--- src/rtl/rrspsram_pkg.sv ---
// rrspsram_pkg: shared state encoding and configuration helpers for rrspsram_param
package rrspsram_pkg;

    typedef enum logic {
        ST_INIT = 1'b0,
        ST_IDLE = 1'b1
    } state_e;

    function automatic int lanes(input int data_width, input int lane_width);
        return data_width / lane_width;
    endfunction

    function automatic bit cfg_ok(input int data_width, input int lane_width,
                                  input int depth, input int addr_width);
        return (data_width % lane_width == 0) && (depth >= 1) && (depth <= (1 << addr_width));
    endfunction

endpackage

--- src/rtl/rrspsram_clr_seq.sv ---
// rrspsram_clr_seq: post-reset clear sequencer, walks every word once then opens the port
module rrspsram_clr_seq
    import rrspsram_pkg::*;
#(
    parameter int ADDR_WIDTH     = 6,
    parameter int DEPTH          = 64,
    parameter bit CLEAR_ON_RESET = 1'b1
) (
    input  logic                  clk_i,
    input  logic                  rst_ni,
    output logic                  rdy_o,
    output logic                  clr_we_o,
    output logic [ADDR_WIDTH-1:0] clr_addr_o
);

    state_e                state_q;
    logic [ADDR_WIDTH-1:0] cnt_q;

    always_ff @(posedge clk_i or negedge rst_ni) begin
        if (!rst_ni) begin
            state_q <= CLEAR_ON_RESET ? ST_INIT : ST_IDLE;
            cnt_q   <= '0;
        end else if (state_q == ST_INIT) begin
            cnt_q <= cnt_q + ADDR_WIDTH'(1);
            if (cnt_q == ADDR_WIDTH'(DEPTH - 1))
                state_q <= ST_IDLE;
        end
    end

    assign rdy_o      = state_q == ST_IDLE;
    assign clr_we_o   = state_q == ST_INIT;
    assign clr_addr_o = cnt_q;

endmodule

--- src/rtl/rrspsram_param.sv ---
// rrspsram_param: parametrised single-port SRAM, registered read, lane enables, post-reset clear.
// Define RRSPSRAM_OUTREG_EN to add a second output register stage (read latency 2).
module rrspsram_param
    import rrspsram_pkg::*;
#(
    parameter int ADDR_WIDTH     = 6,
    parameter int DATA_WIDTH     = 16,
    parameter int LANE_WIDTH     = 8,
    parameter int DEPTH          = 64,
    parameter bit CLEAR_ON_RESET = 1'b1
) (
    input  logic                             CLK,
    input  logic                             RST_N,
    input  logic                             EN,
    input  logic                             WE,
    input  logic [DATA_WIDTH/LANE_WIDTH-1:0] BE,
    input  logic [ADDR_WIDTH-1:0]            A,
    input  logic [DATA_WIDTH-1:0]            DI,
    output logic                             RDY,
    output logic [DATA_WIDTH-1:0]            DO,
    output logic                             DO_VALID
);

    localparam int NL = lanes(DATA_WIDTH, LANE_WIDTH);

    if (!cfg_ok(DATA_WIDTH, LANE_WIDTH, DEPTH, ADDR_WIDTH)) begin : g_bad_cfg
        $error("rrspsram_param: DATA_WIDTH must be a multiple of LANE_WIDTH and 1 <= DEPTH <= 2**ADDR_WIDTH");
    end

    logic [DATA_WIDTH-1:0] mem [DEPTH];
    logic                  clr_we;
    logic [ADDR_WIDTH-1:0] clr_addr;
    logic                  in_rng;
    logic                  rd;
    logic [ADDR_WIDTH-1:0] wa;
    logic [DATA_WIDTH-1:0] wd;
    logic [NL-1:0]         wbe;
    logic [DATA_WIDTH-1:0] do_q, do_d;
    logic                  vld_q;

    rrspsram_clr_seq #(
        .ADDR_WIDTH    (ADDR_WIDTH),
        .DEPTH         (DEPTH),
        .CLEAR_ON_RESET(CLEAR_ON_RESET)
    ) u_clr_seq (
        .clk_i     (CLK),
        .rst_ni    (RST_N),
        .rdy_o     (RDY),
        .clr_we_o  (clr_we),
        .clr_addr_o(clr_addr)
    );

    if (DEPTH < 2**ADDR_WIDTH) begin : g_rng
        assign in_rng = A < ADDR_WIDTH'(DEPTH);
    end else begin : g_full
        assign in_rng = 1'b1;
    end

    // Clear writes own the port while RDY is low, so user writes never collide with them
    always_comb begin
        wa  = clr_we ? clr_addr : A;
        wd  = clr_we ? '0 : DI;
        wbe = clr_we ? '1 : ((EN && WE && RDY && in_rng) ? BE : '0);
        rd  = EN && !WE && RDY;
        do_d = rd ? (in_rng ? mem[A] : '0) : do_q;
    end

    always_ff @(posedge CLK) begin
        for (int i = 0; i < NL; i++)
            if (wbe[i])
                mem[wa][i*LANE_WIDTH +: LANE_WIDTH] <= wd[i*LANE_WIDTH +: LANE_WIDTH];
    end

    always_ff @(posedge CLK or negedge RST_N) begin
        if (!RST_N) begin
            do_q  <= '0;
            vld_q <= 1'b0;
        end else begin
            do_q  <= do_d;
            vld_q <= rd;
        end
    end

`ifdef RRSPSRAM_OUTREG_EN
    logic [DATA_WIDTH-1:0] do2_q;
    logic                  vld2_q;

    always_ff @(posedge CLK or negedge RST_N) begin
        if (!RST_N) begin
            do2_q  <= '0;
            vld2_q <= 1'b0;
        end else begin
            do2_q  <= do_q;
            vld2_q <= vld_q;
        end
    end

    assign DO       = do2_q;
    assign DO_VALID = vld2_q;
`else
    assign DO       = do_q;
    assign DO_VALID = vld_q;
`endif

endmodule

--- config.mk ---
export PLATFORM = sky130hd
export DESIGN_NAME = rrspsram_param
export DESIGN_NICKNAME = d
export VERILOG_FILES = /design/src/rtl/rrspsram_pkg.sv /design/src/rtl/rrspsram_clr_seq.sv /design/src/rtl/rrspsram_param.sv
export SDC_FILE = /design/constraint.sdc
export NUM_CORES = 1
export LEC_CHECK = 0
export CAP_MARGIN = 20
export CORE_MARGIN = 2
export CORE_UTILIZATION = 35
export DETAILED_ROUTE_END_ITERATION = 10
export DONT_BUFFER_PORTS = 1
export GPL_TIMING_DRIVEN = 1
export PLACE_DENSITY_LB_ADDON = 0.3
export RECOVER_POWER = 100
export SYNTH_ARGS = -nofsm -noshare
export SYNTH_HDL_FRONTEND = slang
export SYNTH_SLANG_ARGS = --single-unit
--- constraint.sdc ---
create_clock -name CLK -period 6.5 [get_ports CLK]
set_input_delay 0 -clock CLK [delete_from_list [all_inputs] [get_ports CLK]]
set_output_delay 0 -clock CLK [all_outputs]
set_load 0.01 [all_outputs]
==> flow_summary.toml <==
[status]
status = "finished with violations"
violations = "capacitance limit, slew limit"

[sta]
finalSetupViolCount = 0
finClkSkew_ps = 21.3
layout_setup_ws_ps = 1560
fin_tns_setup_ps = 0
maxSlewHeadroom_pct = -164
tightest_slew_ps = 3960
fin_crit_sh_pct = 76.0
timing.fmax_ghz = 0.203
finalCriticalPeriod_ps = 4940
hold_viol = 0
holdWs_ps = 12.9
rsz0062_at_grt = "no"
slew_violations = 910

[logic_synthesis]
synthArstFlopShare_pct = 2.29
synth_cells = 2117
syn_avg_cell_area_um2 = 19.3
synth-seq-cells = 1048
ys_warn_count = 0
synth_nets = 2146
synth-edff-count = 1024
netlist_area_um2 = 40900
ys_seq_area_share_pct = 76.7
ys.flop_type = "edfxtp_1"
synthDistinctLibCells = 39

[drt]
drt-pass1-iter-count = 6
vias = 20300
finalWirelength_um = 102000
ant_nets = 0
avgRoutedWirePerCell_um = 27.1
avgViaCountPerCell = 5.41
drtIter0Drc = 2412
drc_errors = 0

[cells_and_area]
stdcell_count = 3764
final_core_util_pct = 39.7
fin_area_um2 = 46100
area_growth_pct = 12.8
drive_gt1_share_pct = 15.2
final_cell_mix = "edfxtp_1, mux2i_1, mux4_2"
final_common_cell = "edfxtp_1"
layout.nets = 2178

[cts]
postCtsSetupBuffers = 0
cts_buffers = 104
cts.sinks = 1048
cts_resized = 0
clock_latency_ps = 680
clk_path_buf_depth = 3
clockRootBuffer = "clkbuf_16"
clk_pin_slew_ps = 60
cts_hold_buf = 21
htreeDepth = 3
cts_tree = "built"

[grt]
grt_max_degree = 339
grt_pass1_wl_um = 147000
first_global_vias = 20900
grt_usage_pct = 16.8
gr-total-overflow = 0
antenna_found_initial = 5

[floorplan]
start_util_pct = 35.2
die_y_um = 346
coreArea_um2 = 116000
rows = 125
ios = 46
dieArea_um2 = 120000
die_w_um = 346

[critical_path]
worst_setup_path_start_kind = "flop"
cp.required_ps = 7110
cp-end-kind = "flop"
reg2regPathDepth = 9
critPathKind = "flop to flop"
crit_fanout = 24
arrival_ps = 5540

[place]
dp_cells = 3544
gp_congestion = 0.819
place_ws_ps = 2890
hpwl_um = 59400
place_area_um2 = 42400
port_buffers = 0

[power_and_ir_drop]
power_frac_clock_pct = 45.1
leakage_nw = 12.5
switchingPower_mw = 2.63
seq_power_share_pct = 53.5
finalPower_mw = 13.6
internal-power_mw = 11.0
switching_share_pct = 19.2
ir_worst_vdd_mv = 0.224
combPwrFrac_pct = 1.4
powerDensity_nw_per_um2 = 296

[worst_hold_path]
whs_path_depth = 3
min_path_type = "primary input to flop"

[job]
cap_violations = 14
layout make-up:
| cell class | instances | area [um^2] |
|---|---|---|
| Antenna cell | 3 | 7.51 |
| Clock buffer | 130 | 2740 |
| Clock inverter | 64 | 752 |
| Fill cell | 10300 | 69900 |
| Inverter | 4 | 15.0 |
| Multi-Input combinational cell | 951 | 9000 |
| Sequential cell | 1048 | 31400 |
| Tap cell | 1524 | 1910 |
| Timing Repair Buffer | 40 | 338 |
per-layer routing:
metal | share of wire, % | global-route usage, % | vias to the layer above | wire length [um]
li1 | - | - | 8706 | -
met1 | 41 | 22.6 | 10500 | 42200
met2 | 46 | 26.2 | 911 | 47300
met4 | 2.8 | 5.10 | 2 | 2870
met3 | 9.5 | 4.97 | 185 | 9720
met5 | 0.013 | 0 | - | 13
cells by family after synthesis:
kind of cell / after synthesis / synth area share (%)
muxes: 371 / 14.0
and+or+nand+nor: 354 / 3.79
AOI/OAI and AO/OA: 220 / 4.03
DFF: 1048 / 76.7
xor gates and xnor gates: 5 / 0.107
buffers and inverters: 118 / 1.38
adders and majority gates: 1 / 0.0306
power by group through the flow:
stage          clock network, mW  registers [mW]  logic [mW]
2_1_floorplan                  0            7.44       0.214
3_3_place_gp                   0            7.44       0.171
3_5_place_dp                   0            7.44       0.172
4_1_cts                     6.24            7.30       0.194
5_1_grt                     6.50            7.30       0.203
6_report                    6.15            7.30       0.197
state kept, by name (all words and copies together), names as in the netlist:
name	flops
DO	16
DO_VALID	1
mem	1024
u_clr_seq.clr_addr_o	6
u_clr_seq.rdy_o	1
worst max-delay path, cell delays in order (launching register included):
cell           delay [ps]
dfrtp_1               730
clkbuf_1              790
nand3b_1              870
inv_1                 310
nand2_1               470
a31o_2                400
nor2_1                 70
dlygate4sd3_1         540
a221o_1               100
dlygate4sd3_1         560
Yosys cell counts, types with 17 or more instances:
cell type  count  area, um^2
edfxtp_1    1024       30700
nor2_1       138         518
mux2i_1      209        2090
dfrtp_1       24         601
o21ai_0       20         100
nor2b_1       19         119
a22o_1        17         149
buf_2         54         270
nand3_1       39         195
and2_1        17         106
clkbuf_1      38         143
nand2_1      103         387
mux4_2       160        3600
a22oi_1       80         601
final timing paths:
check | from | end | slack, ps
worst max-delay path | u_clr_seq.rdy_o | DO[5] | 1560
worst min-delay path | A[0] | DO[14] | 10
worst max register to register | u_clr_seq.rdy_o | DO[5] | 1560
worst min register to register | u_clr_seq.clr_addr_o[2] | u_clr_seq.clr_addr_o[2] | 510
max in group asynchronous | RST_N | DO[6] | 4520
min in group asynchronous | RST_N | DO[15] | 1090
No activity file was read; power rests on OpenSTA's default activity.
